**config.mk**
```make
export PLATFORM = sky130hd
export DESIGN_NAME = led_matrix_scan_pwm
export DESIGN_NICKNAME = d
export VERILOG_FILES = /design/src/rtl/led_pkg.sv /design/src/rtl/led_pwm_compare.sv /design/src/rtl/led_matrix_scan_pwm.sv
export SDC_FILE = /design/constraint.sdc
export NUM_CORES = 1
export LEC_CHECK = 0
export ABC_AREA = 1
export ABC_CLOCK_PERIOD_IN_PS = 23400
export CORE_MARGIN = 2
export CORE_UTILIZATION = 55
export DETAILED_ROUTE_END_ITERATION = 8
export GPL_TIMING_DRIVEN = 0
export PLACE_DENSITY = 0.85
export SKIP_CTS_REPAIR_TIMING = 1
export SYNTH_ARGS = -nofsm -noshare
export SYNTH_HDL_FRONTEND = slang
export SYNTH_SLANG_ARGS = --single-unit
```
**constraint.sdc**
```tcl
create_clock -name clk_i -period 23.4 [get_ports clk_i]
set_clock_uncertainty 0.05 [all_clocks]
set_input_delay 4.68 -clock clk_i [delete_from_list [all_inputs] [get_ports clk_i]]
set_output_delay 4.68 -clock clk_i [all_outputs]
set_load 0.01 [all_outputs]
```
**src/rtl/led_pkg.sv**
```systemverilog
// Shared definitions for the LED matrix scan/PWM driver.
//   - mode encodings as seen on the mode_i pins
//   - controller state and self-test phase enums
//   - grey-level count helper (LEVELS = 2^GRAY_BITS - 1)
package led_pkg;

   localparam logic [1:0] MODE_OFF  = 2'd0;
   localparam logic [1:0] MODE_SCAN = 2'd1;
   localparam logic [1:0] MODE_TEST = 2'd2;

   typedef enum logic [1:0] {
      ST_OFF,
      ST_BLANK,
      ST_ACTIVE,
      ST_TEST
   } state_e;

   typedef enum logic [1:0] {
      PH_CH0,
      PH_CH1,
      PH_OFF,
      PH_DONE
   } phase_e;

   function automatic int unsigned levels_f(input int unsigned gray_bits);
      return (32'd1 << gray_bits) - 32'd1;
   endfunction

endpackage

```
**src/rtl/led_pwm_compare.sv**
```systemverilog
// Column-enable generator for one displayed row.
//   val_i  : N packed grey values, entry i at [i*GRAY_BITS +: GRAY_BITS]
//   slot_i : current PWM slot
//   en_o   : bit i high when value i is strictly greater than the slot,
//            so 0 is never lit and the full-scale value is lit every slot
module led_pwm_compare #(
   parameter int unsigned N         = 16,
   parameter int unsigned GRAY_BITS = 4
) (
   input  logic [N*GRAY_BITS-1:0] val_i,
   input  logic [GRAY_BITS-1:0]   slot_i,
   output logic [N-1:0]           en_o
);

   always_comb begin
      en_o = '0;
      for (int i = 0; i < N; i++)
         en_o[i] = (val_i[i*GRAY_BITS +: GRAY_BITS] > slot_i);
   end

endmodule

```
**src/rtl/led_matrix_scan_pwm.sv**
```systemverilog
// LED matrix driver with per-pixel PWM, row blanking and a self-test.
//   clk_i, rst_i      : clock, asynchronous active-high reset
//   mode_i            : OFF / SCAN / TEST (reserved code behaves as OFF)
//   wr_en_i, wr_row_i, wr_col_i, wr_data_i : frame-buffer write port
//   row_out_o         : one-hot row drive
//   col_out_o         : column drive, channel c at [c*COLS +: COLS]
//   frame_start_o     : pulse on the first lit cycle of row 0
//   test_done_o       : self-test finished, held while mode stays TEST
//
// state     | meaning
// ST_OFF    | everything dark, row index parked at 0
// ST_BLANK  | all-off gap before a row; shadow loaded on its last cycle
// ST_ACTIVE | row lit, PWM slot counter sweeping 0..LEVELS-1
// ST_TEST   | self-test phases CH0 -> CH1 -> OFF -> DONE
module led_matrix_scan_pwm
   import led_pkg::*;
#(
   parameter int unsigned ROWS       = 8,
   parameter int unsigned COLS       = 8,
   parameter int unsigned CHANNELS   = 2,
   parameter int unsigned GRAY_BITS  = 4,
   parameter int unsigned SLOT_CLKS  = 1,
   parameter int unsigned BLANK_CLKS = 2,
   parameter int unsigned TEST_CLKS  = 16
) (
   input  logic                                        clk_i,
   input  logic                                        rst_i,
   input  logic [1:0]                                  mode_i,
   input  logic                                        wr_en_i,
   input  logic [$clog2(ROWS)-1:0]                     wr_row_i,
   input  logic [((COLS > 1) ? $clog2(COLS) : 1)-1:0]  wr_col_i,
   input  logic [CHANNELS*GRAY_BITS-1:0]               wr_data_i,
   output logic [ROWS-1:0]                             row_out_o,
   output logic [CHANNELS*COLS-1:0]                    col_out_o,
   output logic                                        frame_start_o,
   output logic                                        test_done_o
);

   localparam int unsigned LEVELS  = levels_f(GRAY_BITS);
   localparam int unsigned RW      = $clog2(ROWS);
   localparam int unsigned PIX_W   = CHANNELS*GRAY_BITS;
   localparam int unsigned NCMP    = CHANNELS*COLS;
   localparam int unsigned MAX_BS  = (BLANK_CLKS > SLOT_CLKS) ? BLANK_CLKS : SLOT_CLKS;
   localparam int unsigned TMR_MAX = (TEST_CLKS > MAX_BS) ? TEST_CLKS : MAX_BS;
   localparam int unsigned TW      = $clog2(TMR_MAX + 1);
   localparam int unsigned CH1     = (CHANNELS > 1) ? 1 : 0;

   state_e                  state_q, state_d;
   phase_e                  phase_q, phase_d;
   logic [TW-1:0]           tmr_q, tmr_d;
   logic [GRAY_BITS-1:0]    slot_q, slot_d;
   logic [RW-1:0]           row_idx_q, row_idx_d;
   logic                    shadow_ld;

   logic [PIX_W-1:0]        fb_q [ROWS][COLS];
   logic [PIX_W-1:0]        shadow_q [COLS];
   logic [NCMP*GRAY_BITS-1:0] shadow_flat;
   logic [NCMP-1:0]         col_en;

   logic [ROWS-1:0]         row_out_q, row_out_d;
   logic [NCMP-1:0]         col_out_q, col_out_d;
   logic                    fs_q, fs_d, done_q, done_d;

   logic                    mode_scan, mode_test;

   assign mode_scan = (mode_i == MODE_SCAN);
   assign mode_test = (mode_i == MODE_TEST);

   // Frame buffer and row shadow. The shadow copy reads the buffer before a
   // same-edge write lands, so a row never changes during its own dwell.
   always_ff @(posedge clk_i or posedge rst_i) begin
      if (rst_i) begin
         for (int r = 0; r < ROWS; r++)
            for (int c = 0; c < COLS; c++)
               fb_q[r][c] <= '0;
         for (int c = 0; c < COLS; c++)
            shadow_q[c] <= '0;
      end else begin
         if (wr_en_i && (32'(wr_row_i) < ROWS) && (32'(wr_col_i) < COLS))
            fb_q[wr_row_i][wr_col_i] <= wr_data_i;
         if (shadow_ld)
            for (int c = 0; c < COLS; c++)
               shadow_q[c] <= fb_q[row_idx_q][c];
      end
   end

   // Regroup shadow pixels into column-output order (channel-major).
   always_comb begin
      shadow_flat = '0;
      for (int c = 0; c < CHANNELS; c++)
         for (int k = 0; k < COLS; k++)
            shadow_flat[(c*COLS + k)*GRAY_BITS +: GRAY_BITS] =
               shadow_q[k][c*GRAY_BITS +: GRAY_BITS];
   end

   led_pwm_compare #(
      .N         (NCMP),
      .GRAY_BITS (GRAY_BITS)
   ) u_cmp (
      .val_i  (shadow_flat),
      .slot_i (slot_q),
      .en_o   (col_en)
   );

   // State register, counters and registered outputs.
   always_ff @(posedge clk_i or posedge rst_i) begin
      if (rst_i) begin
         state_q   <= ST_OFF;
         phase_q   <= PH_CH0;
         tmr_q     <= '0;
         slot_q    <= '0;
         row_idx_q <= '0;
         row_out_q <= '0;
         col_out_q <= '0;
         fs_q      <= 1'b0;
         done_q    <= 1'b0;
      end else begin
         state_q   <= state_d;
         phase_q   <= phase_d;
         tmr_q     <= tmr_d;
         slot_q    <= slot_d;
         row_idx_q <= row_idx_d;
         row_out_q <= row_out_d;
         col_out_q <= col_out_d;
         fs_q      <= fs_d;
         done_q    <= done_d;
      end
   end

   // Next state. A mode change always wins over the running sequence.
   always_comb begin
      state_d   = state_q;
      phase_d   = phase_q;
      tmr_d     = tmr_q;
      slot_d    = slot_q;
      row_idx_d = row_idx_q;
      shadow_ld = 1'b0;
      if (!mode_scan && !mode_test) begin
         state_d   = ST_OFF;
         phase_d   = PH_CH0;
         tmr_d     = '0;
         slot_d    = '0;
         row_idx_d = '0;
      end else if (mode_scan && (state_q != ST_BLANK) && (state_q != ST_ACTIVE)) begin
         state_d   = ST_BLANK;
         tmr_d     = TW'(BLANK_CLKS - 1);
         slot_d    = '0;
         row_idx_d = '0;
      end else if (mode_test && (state_q != ST_TEST)) begin
         state_d   = ST_TEST;
         phase_d   = PH_CH0;
         tmr_d     = TW'(TEST_CLKS - 1);
         row_idx_d = '0;
      end else begin
         unique case (state_q)
            ST_BLANK: begin
               if (tmr_q == '0) begin
                  state_d   = ST_ACTIVE;
                  slot_d    = '0;
                  tmr_d     = TW'(SLOT_CLKS - 1);
                  shadow_ld = 1'b1;
               end else begin
                  tmr_d = tmr_q - 1'b1;
               end
            end
            ST_ACTIVE: begin
               if (tmr_q != '0) begin
                  tmr_d = tmr_q - 1'b1;
               end else if (slot_q == GRAY_BITS'(LEVELS - 1)) begin
                  state_d   = ST_BLANK;
                  tmr_d     = TW'(BLANK_CLKS - 1);
                  row_idx_d = (row_idx_q == RW'(ROWS - 1)) ? '0 : row_idx_q + 1'b1;
               end else begin
                  slot_d = slot_q + 1'b1;
                  tmr_d  = TW'(SLOT_CLKS - 1);
               end
            end
            ST_TEST: begin
               if (phase_q != PH_DONE) begin
                  if (tmr_q != '0) begin
                     tmr_d = tmr_q - 1'b1;
                  end else begin
                     tmr_d = TW'(TEST_CLKS - 1);
                     unique case (phase_q)
                        PH_CH0:  phase_d = PH_CH1;
                        PH_CH1:  phase_d = PH_OFF;
                        default: phase_d = PH_DONE;
                     endcase
                  end
               end
            end
            default: state_d = ST_OFF;
         endcase
      end
   end

   // Output decode. Gated by the live mode so that leaving SCAN or TEST
   // darkens the pins on the very next edge.
   always_comb begin
      row_out_d = '0;
      col_out_d = '0;
      fs_d      = 1'b0;
      done_d    = 1'b0;
      unique case (state_q)
         ST_ACTIVE: begin
            if (mode_scan) begin
               row_out_d[row_idx_q] = 1'b1;
               col_out_d = col_en;
               fs_d = (row_idx_q == '0) && (slot_q == '0) &&
                      (tmr_q == TW'(SLOT_CLKS - 1));
            end
         end
         ST_TEST: begin
            if (mode_test) begin
               unique case (phase_q)
                  PH_CH0: begin
                     row_out_d = '1;
                     col_out_d[0 +: COLS] = '1;
                  end
                  PH_CH1: begin
                     row_out_d = '1;
                     col_out_d[CH1*COLS +: COLS] = '1;
                  end
                  PH_DONE: done_d = 1'b1;
                  default: ;
               endcase
            end
         end
         default: ;
      endcase
   end

   assign row_out_o     = row_out_q;
   assign col_out_o     = col_out_q;
   assign frame_start_o = fs_q;
   assign test_done_o   = done_q;

endmodule
```
# Yosys cells after proc, flatten, opt, wreduce, memory -nomap -nowiden
# Index checks and enable logic that the tools add are counted.
op_classes:
  addsub: 3
  n_mul: 0
  div_mod_pow: 0
  n_lt_le_gt_ge: 23
  n_eq_ne: 25
  shifts: 0
  n_mux: 66
  bitwise_logic: 3
  n_reduce_logical: 28
op_table:
  columns: ["op", "n"]
  rows:
  - ["$bwmux 512", 1]
  - ["$bmux 64 s3", 1]
  - ["$demux 64 s3", 1]
  - ["$mux 64", 3]
  - ["$gt 4x4->1", 16]
  - ["$mux 8", 6]
  - ["$mux 5", 7]
  - ["$mux 16", 2]
  - ["$pmux 16 s2", 1]
  - ["$demux 8 s3", 1]
  - ["$mux 2", 12]
  - ["$mux 4", 6]
  - ["$mux 3", 7]
  - ["$ne 4x4->1 const B", 5]
  - ["$ne 5x5->1 const B", 4]
  - ["$pmux 8 s2", 1]
  - ["$pmux 5 s3", 1]
  - ["$ge 4x4->1 const B", 3]
  - ["$mux 1", 12]
  - ["$not 3->4", 3]
  - ["$reduce_bool 4->1", 3]
  - ["$logic_and 1x1->1", 9]
  - ["$eq 2x2->1 const B", 4]
  - ["$lt 4x1->1 const B", 2]
  - ["other kinds (28)", 37]
totals:
  regBits: 618
  latch_bits: 0
  mem_bits_rw: 0
  romBits: 0
  inputBits: 19
  out_inout_bits: 26
  elab_cells: 229
  mem_count: 0

# Longest topological paths before layout
# Gate-level depths: netlist (run 1).
depth:
  word_depth: 8
  ltp_mapped: 12
  depth_no_buf: 10

# Modules after synthesis
# From an unflattened synthesis (run 1), not the netlist that was laid out.
hier_totals:
  hier_cells: 3803
  area_unflattened_um2: 30120.1
modules_own_cells:
  columns: ["mod", "n_inst", "cells_each", "area_per_inst_um2", "seq_area_each_um2"]
  rows:
  - ["led_matrix_scan_pwm", 1, 3544, 28547.4, 15464.8]
  - ["led_pwm_compare", 1, 259, 1572.8, 0.0]

# Least setup slack after synthesis (run 1)
# OpenSTA, ideal clock, no wires.
synth_timing:
  kind: "input to register"
  start: "input port mode_i[0]"
  end: "register shadow_q (netlist bit shadow_flat[16])"
  setup_ns: 0.066
  arrival_ns: 6.178
  t_required_ns: 23.284
  path_slack_ns: 17.106
  stages: 12
  n_path_buf: 3
  cell_sequence: "inv_1 -> ha_1 -> clkbuf_1 -> inv_1 -> nand2_1 -> inv_1 -> nand2_1 -> nor2_1 -> buf_4 -> clkbuf_1 -> o21ai_0 -> nand2_1"
synth_between:
  elab_chain_len: 5
  elab_cells_between_ends: 11
synth_rtl:
  columns: ["item", "line", "source"]
  rows:
  - ["start, declared", "led_matrix_scan_pwm.sv:28", "input logic [1:0] mode_i,"]
  - ["$eq 2x2->1 or $eq 2x1->1 (tied branches)", "led_matrix_scan_pwm.sv:67, led_matrix_scan_pwm.sv:66", null]
  - ["$logic_and 1x1->1, on equally long branches", "led_matrix_scan_pwm.sv:149, led_matrix_scan_pwm.sv:144", null]
  - ["$mux 1 or $logic_and 1x1->1 (tied branches)", "led_matrix_scan_pwm.sv:149, led_matrix_scan_pwm.sv:144", null]
  - ["$mux 1", "led_matrix_scan_pwm.sv:144", "end else if (mode_scan && (state_q != ST_BLANK) && (state_q != ST_ACTIVE)) begin"]
  - ["$mux 1 *", "led_matrix_scan_pwm.sv:138", "if (!mode_scan && !mode_test) begin"]
  - ["end signal, assigned by index", "led_matrix_scan_pwm.sv:83", "shadow_q[c] <= fb_q[row_idx_q][c];"]
  - ["end, declared", "led_matrix_scan_pwm.sv:56", "logic [PIX_W-1:0] shadow_q [COLS];"]
# Mark *: on every way between the ends. The rest lies on a longest branch, timed or not.
# A chain may end at the register's enable or synchronous reset.

# Worst setup path in the final report (run 1)
layout_timing:
  start: "input port wr_row_i[2]"
  end: "register fb_q[113] in the netlist's numbering"
layout_between:
  elab_chain_len: 6
  elab_cells_between_ends: 7
layout_rtl:
  columns: ["item", "line", "source"]
  rows:
  - ["start, declared", "led_matrix_scan_pwm.sv:30", "input logic [$clog2(ROWS)-1:0] wr_row_i,"]
  - ["$not 3->4 (implied by the code) *", "led_matrix_scan_pwm.sv:80", "fb_q[wr_row_i][wr_col_i] <= wr_data_i;"]
  - ["$ge 4x4->1 (implied by the code) or $lt 4x1->1 (tied branches)", "led_matrix_scan_pwm.sv:80", null]
  - ["$logic_and 1x1->1 (implied by the code)", "led_matrix_scan_pwm.sv:80", null]
  - ["$mux 64 (implied by the code)", "led_matrix_scan_pwm.sv:80", null]
  - ["$demux 64 s3 *", "led_matrix_scan_pwm.sv:80", null]
  - ["$bwmux 512 *", "led_matrix_scan_pwm.sv:80", null]
  - ["end signal, assigned by index", "led_matrix_scan_pwm.sv:80", null]
  - ["end, declared", "led_matrix_scan_pwm.sv:55", "logic [PIX_W-1:0] fb_q [ROWS][COLS];"]
# Marked as above.

==> results of run 1 <==
synth_stat cells:
library cell	n
a21oi_1	35
buf_1	6
buf_2	3
buf_4	1
clkbuf_1	203
clkinv_1	9
dfrtp_1	618
ha_1	76
inv_1	456
inv_2	2
nand2_1	1378
nand3_1	230
nand3b_1	1
nand4_1	22
nor2_1	164
nor3_1	2
nor3_2	11
nor3_4	1
nor4_1	1
o21ai_0	560
o21ai_1	48
or2_2	63
xor2_1	1
metal layers:
layer  GRT usage  vias to the layer above  wire [um]
li1            -                    12400          -
met1       0.440                    12900      35200
met2       0.496                     1842      40600
met3      0.0934                      418      12100
met4       0.249                        2       7610
met5     0.00260                        -         30
logic make-up (layout without fill, tap and decap cells):
group | after synthesis | after routing | synth area share
XOR/XNOR | 1 | 1 | 0.000294
adder cells (fa/ha/maj) | 76 | 76 | 0.0319
AO/OA/AOI/OAI | 643 | 643 | 0.108
flip-flops | 618 | 618 | 0.519
other | 0 | 2 | 0
AND/OR/NAND/NOR | 1873 | 1873 | 0.256
buffers and inverters | 680 | 843 | 0.0858
per-stage QoR:
step	util	instance area, um^2	cells	TNS, ns	hold WS (ns)
2_1_floorplan	-	29800	3891	0	0.395
3_3_place_gp	0.580	31100	4631	-3287.33	0.408
3_5_place_dp	0.582	31300	4635	0	0.415
4_1_cts	0.622	33400	4750	0	0.430
5_1_grt	0.622	33400	4750	0	0.446
6_report	0.622	33400	4752	0	0.429
cell type report:
type	instances	area (um^2)	area share
flip-flops and latches	618	15500	0.463
multi-input cells	2593	11800	0.353
clock buffers	94	1910	0.0572
inverters	467	1760	0.0527
well taps	696	871	0.0260
plain buffers	213	807	0.0241
repair buffers	48	551	0.0165
clock inverters	21	263	0.00786
diodes	2	5.00	0.000150
power breakdown:
part / internal [mW] / switching, mW / total, mW / leakage [nW]
sequential: 1.23 / 0.0990 / 1.33 / 8.29
combinational: 0.195 / 0.325 / 0.520 / 7.19
clock: 0.634 / 0.440 / 1.07 / 1.08
total: 2.06 / 0.864 / 2.92 / 16.6
worst max-delay path, stage by stage:
cell,delay [ns]
clkdlybuf4s50_1,0.68
inv_1,0.23
nor3_2,1.01
nand2_1,0.44
clkbuf_1,0.32
nand2_1,0.09
o21ai_0,0.09
state kept, by name, summed over array words and instances, names as in the netlist:
name,count
phase_q,2
shadow_flat,64
test_done_o,1
state_q,2
tmr_q,5
frame_start_o,1
slot_q,4
col_out_o,16
row_idx_q,3
row_out_o,8
fb_q,512
worst max path at each step:
stage	end	slack, ns	cells after the start
floorplan	col_out_o[0]$_DFF_PP0_	1.36	1
global placement	fb_q[180]$_DFFE_PP0P_	-5.39	2
detailed placement	fb_q[180]$_DFFE_PP0P_	15.78	5
CTS	fb_q[308]$_DFFE_PP0P_	16.40	5
global route	fb_q[172]$_DFFE_PP0P_	16.08	5
finish	fb_q[113]$_DFFE_PP0P_	16.24	7
==> results.toml, run 1 <==
[worst_setup_path]
reg2reg_depth = 8
critPathMaxFanout = 10
timing.rr.end = "shadow_flat[51]$_DFFE_PP0P_"
worstPathArrival_ns = 7.55
required_ns = 23.80
r2r_setup_slack_ns = 20.30
crit_path_end_kind = "flop"
start_kind = "input pin"
cp-startpoint = "wr_row_i[2]"
r2r-start = "row_idx_q[0]$_DFFE_PP0P_"
critPathKind = "input pin to flop"

[grt]
grt_max_degree = 133
globalRouteOverflowTotal = 0
grt_pass1_wl_mm = 145
grt_usage = 0.341
antenna_found_initial = 2
grt_pass1_vias = 25900

[synth]
synth_top_cells_by_area = "dfrtp_1 (52%), nand2_1 (17%), o21ai_0 (9.4%), inv_1 (5.7%), nand3_1 (3.9%)"
yosysWarnings = 0
netlist-cell-type-count = 23
synthesis.nets = 3986
synth_top_area_frac = 0.519
ys_ff_latch = 618
syn_area_um2 = 29800
ys_seq_area_frac = 0.519
synth.avg_cell_area_um2 = 7.66
synth_top_area_cell = "dfrtp_1"
syn-instance-count = 3891

[placed_design]
post-dp-hpwl_mm = 62.8
portBuffers = 44
gp_congestion = 0.932
place_ws_ns = 15.78

[sta]
setup_viol = 0
finalMaxSlewViolations = 0
slew_headroom = 0.110
min_period_ns = 7.16
fin_crit_sh = 0.306
maxClockFrequency_mhz = 140
postLayoutSetupSlackWorst_ns = 16.24
final-hold-violation-count = 0
rsz0062_at_grt = "no"
worst_pin_slew_ns = 1.34

[hold_path]
worstHoldStart = "fb_q[328]$_DFFE_PP0P_"
min_path_cells = 2
hold_path_end = "fb_q[328]$_DFFE_PP0P_"
hp-class = "flop to flop"

[clock_network]
tritoncts = "built"
clk_pin_slew_worst_paths_ns = 0.06
cts_buffers = 66
cts.sinks = 618
cts_buffer_depth = 3
insertion_delay_ns = 0.61
clockRootBuffer = "clkbuf_16"
htree_levels = 3

[power]
p_per_area_nw_per_um2 = 87.3
p_leak_nw = 16.6
p_total_mw = 2.92
peakVddDrop_uv = 58.1

[drt]
route.detailed.drc = 0
first_pass_iters = 7
post_drt_wl_per_cell_um = 20.1
viasPerCell = 5.80
drtAntennaViolNets = 0
drt_iter0_drc = 3773
wl_mm = 95.5
vias = 27600

[die]
start_util = 0.555
die-area_um2 = 56100
rows = 85
die_w_um = 237
ios = 45
dieHeight_um = 237
core_um2 = 53700

[final_layout]
drive_gt1_frac = 0.0456
area_growth_pct = 12.1
nets = 4102
layout_common_cells = "nand2_1 (1378), dfrtp_1 (618), o21ai_0 (560), inv_1 (455), nand3_1 (230)"
final_common_cell = "nand2_1"
fillers = 4334

[run_status]
outcome = "finished, final reports clean"

[run]
max-cap-violations = 0
No activity file was read; power rests on OpenSTA's default activity.
==> inputs of run 2 (changes only) <==
Settings changed: ABC_CLOCK_PERIOD_IN_PS 23400 to 6800, PLACE_DENSITY 0.85 to 0.82.
Clock period 23.4 ns to 6.8 ns, I/O delays scaled along.
==> run 2 against run 1 <==
Sequential power increased to 3.4 times the previous value. Via count decreased by 0.28%. Combinational power increased to 3.4 times the previous value. Count of clock-buffer cells in the layout decreased by 1. Global-route usage about the same. Utilization increased by 0.92 points. Critical path type unchanged. Critical endpoint is now fb_q[112]$_DFFE_PP0P_.
==> results.toml, run 2 (synthesized netlist as in run 1, its figures left out) <==
[drt]
first_pass_iters = 6
route.detailed.drc = 0
drt_iter0_drc = 3773
drtAntennaViolNets = 0
vias = 27500
viasPerCell = 5.76
wl_mm = 95.8
post_drt_wl_per_cell_um = 20.1

[clock_network]
cts_buffer_depth = 3
clockRootBuffer = "clkbuf_16"
insertion_delay_ns = 0.64
tritoncts = "built"
clk_pin_slew_worst_paths_ns = 0.06
cts_buffers = 67
htree_levels = 3
cts.sinks = 618

[die]
dieHeight_um = 237
core_um2 = 53700
start_util = 0.555
die_w_um = 237
die-area_um2 = 56100
rows = 85
ios = 45

[worst_setup_path]
critPathKind = "input pin to flop"
worstPathArrival_ns = 4.34
timing.rr.end = "shadow_flat[48]$_DFFE_PP0P_"
crit_path_end_kind = "flop"
cp_slowest_stage_delay_ns = 1.10
start_kind = "input pin"
required_ns = 7.21
cp-startpoint = "wr_row_i[2]"
critPathMaxFanout = 10
path_cells = "clkdlybuf4s50_1 -> inv_1 -> nor3_2 -> nand2_1 -> clkbuf_1 -> nand2_1 -> o21ai_0"
r2r_setup_slack_ns = 3.78
reg2reg_depth = 8
cp_num_buf_inv = 3
slowest_stage = "nor3_2"
r2r-start = "row_idx_q[2]$_DFFE_PP0P_"
critical_path.top_delay_family = "simple AND/OR/NAND/NOR gates"
path_common_cell = "nand2_1"

[final_layout]
largest_reg_flops = 512
register_area_um2 = 15500
layout_common_cells = "nand2_1 (1378), dfrtp_1 (618), o21ai_0 (560), inv_1 (455), nand3_1 (230)"
regMostFlops = "fb_q"
area_growth_pct = 13.8
final_common_cell = "nand2_1"
fillers = 4338
drive_gt1_frac = 0.0518
multi_input_area_um2 = 11800
nets = 4115
final_area_um2 = 33900
stdcell_count = 4772

[sta]
hold_ws_ns = 0.430
worst_pin_slew_ns = 1.37
final-hold-violation-count = 0
rsz0062_at_grt = "no"
min_period_ns = 3.93
setup_viol = 0
maxClockFrequency_mhz = 255
postLayoutSetupSlackWorst_ns = 2.87
tns_ns = 0
finalMaxSlewViolations = 0
slew_headroom = 0.0818
fin_crit_sh = 0.578

[grt]
grt_use_met3 = 0.0766
grt_pass1_wl_mm = 145
grt_max_degree = 44
globalRouteOverflowTotal = 0
grt_most_used_layer = "met2"
use_met2 = 0.502
antenna_found_initial = 4
grt_pass1_vias = 25500
grt_usage = 0.341
use_met1 = 0.453

[hold_path]
hp-class = "flop to flop"
hold_path_end = "shadow_flat[56]$_DFFE_PP0P_"
worstHoldStart = "shadow_flat[56]$_DFFE_PP0P_"
min_path_cells = 2

[placed_design]
place_inst = 4647
gp_congestion = 0.926
place_ws_ns = 2.50
post-dp-hpwl_mm = 64.4
placed_cell_area_um2 = 31500
portBuffers = 44

[run_status]
outcome = "finished, final reports clean"

[power]
p_per_area_nw_per_um2 = 307
p_leak_nw = 16.8
peakVddDrop_uv = 221

[run]
max-cap-violations = 0
[run 2: worst register-to-register path: stages (launching register included)]
cell,delay (ns)
dfrtp_1,0.38
clkbuf_1,0.25
nor2_1,0.40
clkbuf_1,0.74
clkbuf_1,0.54
nand3_1,0.17
nand2_1,0.20
o21ai_0,0.13
nand2_1,0.10
[run 2: how the worst max path moves through the flow]
stage,end,slack [ns],cells after the start
floorplan,col_out_o[0]$_DFF_PP0_,-3.05,1
global placement,fb_q[176]$_DFFE_PP0P_,-6.79,2
detailed placement,fb_q[112]$_DFFE_PP0P_,2.50,7
CTS,fb_q[112]$_DFFE_PP0P_,3.16,7
global route,fb_q[384]$_DFFE_PP0P_,2.99,7
finish,fb_q[112]$_DFFE_PP0P_,2.87,7
[run 2: through the flow]
stage / utilization / total power, mW
5_1_grt: 0.632 / 10.9
3_5_place_dp: 0.586 / 6.32
2_1_floorplan: - / 5.79
6_report: 0.632 / 10.4
4_1_cts: 0.632 / 10.4
3_3_place_gp: 0.580 / 6.21
[run 2: layer usage]
metal | routed length, um | part of all wire
met5 | 0 | 0
met1 | 35700 | 0.37
met4 | 7260 | 0.076
met3 | 11500 | 0.12
met2 | 41300 | 0.43
[run 2: area by class of cell]
type                       count  area share
inverter                     467      0.0518
multi-input combinational   2593       0.348
buffer                       213      0.0238
tap                          696      0.0257
sequential                   618       0.456
clock inverter                29      0.0149
timing repair buffer          60      0.0224
clock buffer                  93      0.0576
antenna                        3    0.000221
[run 2: power breakdown]
group / total (mW) / leakage, nW / switching (mW) / internal (mW)
clock network: 4.06 / 1.22 / 1.61 / 2.46
registers: 4.57 / 8.29 / 0.346 / 4.22
logic: 1.78 / 7.28 / 1.10 / 0.682
